===== config.mk =====
export PLATFORM = sky130hd
export DESIGN_NAME = and_arbiter
export DESIGN_NICKNAME = d
export VERILOG_FILES = /design/src/rtl/and_arbiter.sv
export SDC_FILE = /design/constraint.sdc
export NUM_CORES = 1
export LEC_CHECK = 0
export ABC_AREA = 0
export CORE_MARGIN = 2
export CORE_UTILIZATION = 32
export CTS_CLUSTER_DIAMETER = 100
export CTS_CLUSTER_SIZE = 30
export DETAILED_ROUTE_END_ITERATION = 7
export PLACE_DENSITY_LB_ADDON = 0.05
export SETUP_SLACK_MARGIN = 0.3
export SLEW_MARGIN = 30
export SYNTH_ARGS = -nofsm -noshare
export SYNTH_HDL_FRONTEND = slang
export SYNTH_SLANG_ARGS = --single-unit

===== constraint.sdc =====
create_clock -name clk -period 1.7 [get_ports clk]
set_clock_uncertainty 0.05 [all_clocks]
set_input_delay 0.34 -clock clk [delete_from_list [all_inputs] [get_ports clk]]
set_output_delay 0.34 -clock clk [all_outputs]
set_load 0.005 [all_outputs]

===== src/rtl/and_arbiter.sv =====
// Four requesters share one bitwise-AND datapath through a single result register.
// Define AND_ARBITER_RR_EN for round-robin arbitration; otherwise lowest index wins.
module and_arbiter #(
  parameter int WIDTH = 16,
  parameter int CNT_W = 8
) (
  input  logic               clk,
  input  logic               rst_n,
  input  logic [3:0]         req_valid,
  input  logic [4*WIDTH-1:0] req_a,
  input  logic [4*WIDTH-1:0] req_b,
  output logic [3:0]         req_ready,
  output logic               rsp_valid,
  output logic [WIDTH-1:0]   rsp_data,
  output logic [1:0]         rsp_id,
  input  logic               rsp_ready,
  output logic [CNT_W-1:0]   op_count
);

  typedef enum logic {
    EMPTY = 1'b0,
    FULL  = 1'b1
  } state_t;

  state_t           r_state;
  state_t           w_next;
  logic [WIDTH-1:0] r_data;
  logic [1:0]       r_id;
  logic [CNT_W-1:0] r_cnt;

  logic             w_permit;
  logic             w_accept;
  logic             w_hit;
  logic             w_grant;
  logic [1:0]       w_gidx;
  logic [1:0]       w_base;
  logic [WIDTH-1:0] w_and;

`ifdef AND_ARBITER_RR_EN
  logic [1:0] r_ptr;

  assign w_base = r_ptr;

  always_ff @(posedge clk or negedge rst_n) begin
    if (!rst_n) begin
      r_ptr <= 2'd0;
    end else if (w_grant) begin
      r_ptr <= w_gidx + 2'd1;
    end
  end
`else
  assign w_base = 2'd0;
`endif

  // rst_n gates the permit so req_ready drops as soon as reset asserts
  assign w_permit = rst_n && ((r_state == EMPTY) || rsp_ready);
  assign w_accept = (r_state == FULL) && rsp_ready;

  always_comb begin
    w_hit  = 1'b0;
    w_gidx = 2'd0;
    for (int k = 0; k < 4; k++) begin
      if (!w_hit && req_valid[w_base + 2'(k)]) begin
        w_hit  = 1'b1;
        w_gidx = w_base + 2'(k);
      end
    end
  end

  assign w_grant   = w_hit && w_permit;
  assign req_ready = w_grant ? (4'b0001 << w_gidx) : 4'b0000;
  assign w_and     = req_a[w_gidx*WIDTH +: WIDTH]
                   & req_b[w_gidx*WIDTH +: WIDTH];

  always_comb begin
    w_next = r_state;
    unique case (r_state)
      EMPTY: if (w_grant) w_next = FULL;
      FULL:  if (w_accept && !w_grant) w_next = EMPTY;
      default: w_next = EMPTY;
    endcase
  end

  always_ff @(posedge clk or negedge rst_n) begin
    if (!rst_n) begin
      r_state <= EMPTY;
      r_data  <= '0;
      r_id    <= 2'd0;
    end else begin
      r_state <= w_next;
      if (w_grant) begin
        r_data <= w_and;
        r_id   <= w_gidx;
      end
    end
  end

  always_ff @(posedge clk or negedge rst_n) begin
    if (!rst_n) begin
      r_cnt <= '0;
    end else if (w_accept && (r_cnt != '1)) begin
      r_cnt <= r_cnt + CNT_W'(1);
    end
  end

  assign rsp_valid = (r_state == FULL);
  assign rsp_data  = r_data;
  assign rsp_id    = r_id;
  assign op_count  = r_cnt;

endmodule


Word level (Yosys, flattened, before mapping)
Cells that the tools add are included.
{"block": "op_classes", "add_sub_neg": 1, "eq_ne": 1, "shifts": 3, "n_mux": 11, "n_bitwise": 2, "n_reduce_logical": 13}
{"operator": "64-bit by 7-bit variable part select with 16-bit output", "n": 2}
{"operator": "16-bit bitwise AND", "n": 1}
{"operator": "8-bit by 1-bit adder with 8-bit output (second input constant)", "n": 1}
{"operator": "1-bit logical AND", "n": 8}
{"operator": "8-bit inequality test (second input constant)", "n": 1}
{"operator": "1-bit two-way mux", "n": 7}
{"operator": "1-bit logical NOT", "n": 4}
{"operator": "2-bit two-way mux", "n": 2}
{"operator": "4-bit two-way mux", "n": 1}
{"operator": "1-bit by 2-bit left shift with 4-bit output (first input constant)", "n": 1}
{"operator": "1-bit case mux with 2 select lines", "n": 1}
{"operator": "1-bit logical OR", "n": 1}
{"operator": "1-bit inverter", "n": 1}
{"block": "word_totals", "reg_bits": 27, "inputBits": 135, "out_inout_bits": 31, "elab_cells": 35}

Depth between registers and ports, before layout
{"block": "logic_depth", "depth_word": 15, "mapped_depth": 7}

Worst setup path before layout
Ideal clock, no wire load.
{"block": "synth_path", "path_type": "input-to-reg", "startpoint": "in req_valid[3]", "endpoint": "reg r_data[11], in the netlist rsp_data[11]", "setup_time_ns": 0.090, "arrival_time_ns": 1.420, "required_ns": 1.560, "setup_slack_ns": 0.139, "path_stages": 6, "path_buffers": 2, "path_cell_list": "nor2b_4 > buf_6 > o21bai_4 > buf_6 > mux2_4 > o221ai_1"}
{"block": "synth_between", "elab_chain_cells": 4, "elab_cells_between_ends": 7}
{"item": "start: declaration", "line_no": "9", "text": "input logic [3:0] req_valid,"}
{"item": "1-bit logical AND *", "line_no": "63", "text": "if (!w_hit && req_valid[w_base + 2'(k)]) begin"}
{"item": "2-bit two-way mux", "line_no": "63"}
{"item": "64-bit by 7-bit variable part select with 16-bit output (on tied branches)", "line_no": "72, 73"}
{"item": "16-bit bitwise AND", "line_no": "73", "text": "& req_b[w_gidx*WIDTH +: WIDTH];"}
{"item": "end signal: assignment", "line_no": "92", "text": "r_data <= w_and;"}
{"item": "end: declaration", "line_no": "27", "text": "logic [WIDTH-1:0] r_data;"}
Mark *: on every way between the ends. The rest lies on a longest branch, timed or not.
A chain may end at the register's enable or synchronous reset.

Final worst setup path
{"block": "layout_path", "startpoint": "reg r_state, in the netlist rsp_valid", "endpoint": "out req_ready[1]"}
{"block": "layout_between", "elab_chain_cells": 5}
{"item": "start: declaration", "line_no": "25", "text": "state_t r_state;"}
{"item": "start signal: assignment", "line_no": "90", "text": "r_state <= w_next;"}
{"item": "1-bit inverter", "line_no": "56", "text": "assign w_permit = rst_n && ((r_state == EMPTY) || rsp_ready);"}
{"item": "1-bit logical OR", "line_no": "56"}
{"item": "1-bit logical AND", "line_no": "56"}
{"item": "1-bit logical AND", "line_no": "70", "text": "assign w_grant = w_hit && w_permit;"}
{"item": "4-bit two-way mux", "line_no": "71", "text": "assign req_ready = w_grant ? (4'b0001 << w_gidx) : 4'b0000;"}
{"item": "end: declaration", "line_no": "12", "text": "output logic [3:0] req_ready,"}
Every way passes these cells.

==> results.txt <==
----------------------------------------------------
[Placed design]
  Count of port buffers added during placement ... 165
  Placed wire-length estimate after detailed placement ... 5920 um
  Placer's final routability congestion estimate ... 0.816
  Dpl ws ... -0.521 ns
  Placed Cells ... 466
  Placed Area ... 3850 um^2

[Power and ir drop]
  Overall power after layout ... 2.63 mW
  Pleak ... 1.90 nW
  Highest ir drop seen on vdd ... 0.000601 V
  Areal power density over the cells ... 618 nW/um^2

[Synth]
  Mux share of post-synthesis cell area ... 12.6%
  Cell area after technology mapping ... 1870 um^2
  Most used flip-flop cell after synthesis ... dfrtp_1
  Dominant combinational cell family by area after synthesis ... simple AND/OR/NAND/NOR gates
  Number of enable flip-flop cells after synthesis ... 0
  Synth top area share ... 36.1%
  Post-synthesis average cell area ... 8.79 um^2
  Share of synthesized registers carrying an async set or reset ... 100%
  Post-synthesis share of cell area spent on full adders, half adders and majority gates ... 0.668%
  Synthesized-area fraction occupied by and/or/nand/nor cells ... 28.6%
  Main area contributors after synthesis ... dfrtp_1 (36%), nand2_1 (14%), o221ai_1 (7.5%), mux2_4 (7.2%), mux2_2 (5.4%)
  Distinct cell type count of the synthesized netlist ... 32
  Commonest cells post-synth ... nand2_1 (72), dfrtp_1 (27), nor3_1 (17), a31oi_1 (16), o221ai_1 (16)
  Share of synthesized area occupied by flip-flops and latches ... 36.1%
  Post-synthesis register bit count ... 27
  Cell with the most instances after synthesis ... nand2_1
  Fraction of the mapped netlist area in compound gates ... 15.6%
  Gate count of the mapped netlist ... 213
  Area share of xor/xnor cells in the synthesized design ... 1.87%
  Ys Warns ... 0
  Cell type with the highest aggregate area in the netlist ... dfrtp_1
  Mapped Nets ... 349

[Timing]
  Final slew viol count ... 0
  Worst rel slew slack ... 81.6%
  Final number of hold-violating endpoints ... 0
  Setup repair after global routing missed its margin ... true
  Sum of negative setup slack ... 0 ns
  Crit share post-route ... 93.6%
  Peak Freq ... 0.628 GHz
  Min Tclk post-route ... 1.59 ns
  Least-Margin Pin Slew ... 0.275 ns
  Count of final setup violators ... 0
  Worst Setup Slack, final ... 0.109 ns
  Worst slack on hold paths ... 0.109 ns

[Clocking]
  Clk_lat worst skew ... 0.28 ns
  Number of clock sinks ... 27
  Clock tree buffer depth ... 2
  Total number of H-tree levels ... 1
  Clock tree from TritonCTS ... yes
  Number of buffers created by CTS ... 3
  Clock slew at reported path FFs ... 0.09 ns
  Root Buffer ... clkbuf_8

[Global route]
  Total GRT Usage ... 23.9%
  Number of global-route vias before repair ... 2607
  Antenna violations before repair ... 0
  First-pass GRT wire length ... 11800 um
  Grt total ovfl ... 0
  Maximum number of pins on one net before global-route repair ... 20

[Critical path]
  Critical Path Source Type ... register
  Crit path DAT ... 1.20 ns
  Element type at the critical path end ... output pin
  Worst path required time ... 1.31 ns
  Critical path type ... register to output pin
  Largest fanout of any net on the critical path ... 4

[Run]
  Max_cap viols ... 0

[Routing]
  Residual DRC count ... 0
  Routed Antenna Nets ... 0
  Starting DRT DRC Count ... 122
  Average wire per cell in the routed design ... 15.8 um
  Detailed Route WL ... 7870 um
  Iteration count of the initial detailed-routing pass ... 4
  Number of vias per cell after detailed routing ... 5.08
  Via count ... 2528

[Final layout]
  Count of inserted antenna diode cells ... 0
  Syn-to-layout area delta ... 127%
  Fraction of layout cells with a size suffix above 1 ... 28.4%
  Final core utilization ... 76.3%
  Final layout net count ... 563
  Design area ... 4250 um^2
  Finished Layout Cells ... 498

[Floorplanning]
  Floorplan die width ... 80.5 um
  Vert. Die Dim ... 80.5 um
  Effective utilization at floorplan ... 33.6%
  Top-Level Pins ... 166
  Floorplan core area ... 5570 um^2
  Cell row count ... 27
  Die Footprint ... 6480 um^2

[Outcome]
  Status ... finished, final reports clean

[Worst hold path]
  Class of the most critical hold timing path ... input port to async pin

----------------------------------------------------
==> registers in the layout, summed over array words and instances, names as in the netlist <==
signal	cells
rsp_id	2
rsp_data	16
op_count	8
rsp_valid	1
==> cell families (layout without fill, tap and decap cells) <==
logic type | Yosys count | count (layout)
AOI/OAI and AO/OA | 39 | 39
buffers and inverters | 10 | 221
and+or+nand+nor | 114 | 116
muxes | 18 | 18
xor gates and xnor gates | 4 | 4
DFF | 27 | 27
adders and majority gates | 1 | 1
==> final timing paths <==
path	end	slack [ns]	cells after the start	start
max	req_ready[1]	0.11	4	rsp_valid$_DFF_PN0_
min	rsp_valid$_DFF_PN0_	0.11	3	rst_n
max reg2reg	op_count[6]$_DFFE_PN0P_	0.16	7	rsp_valid$_DFF_PN0_
min reg2reg	rsp_id[0]$_DFFE_PN0P_	0.43	2	rsp_id[0]$_DFFE_PN0P_
max in group asynchronous	op_count[7]$_DFFE_PN0P_	0.89	3	rst_n
min in group clk	rsp_id[0]$_DFFE_PN0P_	0.43	2	rsp_id[0]$_DFFE_PN0P_
==> area by class of cell <==
cell class	count	area, um^2
clock buffers	3	41.3
well taps	72	90.1
clock inverters	1	5.00
fillers	447	1320
flip-flops and latches	27	677
multi-input cells	178	1360
repair buffers	217	2080
==> report_power, final <==
group	internal, mW	switching [mW]
combinational	0.876	0.524
sequential	0.773	0.0794
clock	0.165	0.211
==> critical path: stages (launching register included) <==
cell and delay [ns]:
dfrtp_1 0.42, nand2b_4 0.09, and2_4 0.15, and3b_1 0.15, buf_2 0.11
==> repair_timing <==
item                       in CTS  in global routing
setup endpoints to repair      54                 34
cloned                          1                  2
hold endpoints to repair       14                  0
pin swaps                       8                  7
setup buffers                  20                  4
resized for setup              96                 11
hold buffers                    1                  0
==> cell usage in the layout, fill, tap and decap left out, drive strengths merged, types with 2 or more instances in the layout <==
cell type        n
clkdlybuf4s50  128
nand2           72
buf             60
dfrtp           27
dlygate4sd2     25
mux2            18
nor3            17
o221ai          16
a31oi           16
nand3            7
and3             6
nor2             4
o21ai            4
xnor2            3
clkbuf           3
clkdlybuf4s15    3
nand4            2
nand2b           2
and2             2
==> routing by layer <==
| layer | vias to the layer above | global-route usage (%) | share of wire, % |
|---|---|---|---|
| met4 | 0 | 10.2 | 2.5 |
| met5 | - | 0 | 0 |
| li1 | 1209 | - | - |
| met1 | 1206 | 24.1 | 36 |
| met3 | 14 | 5.39 | 5.9 |
| met2 | 99 | 46.3 | 56 |
No activity file was read; power rests on OpenSTA's default activity.
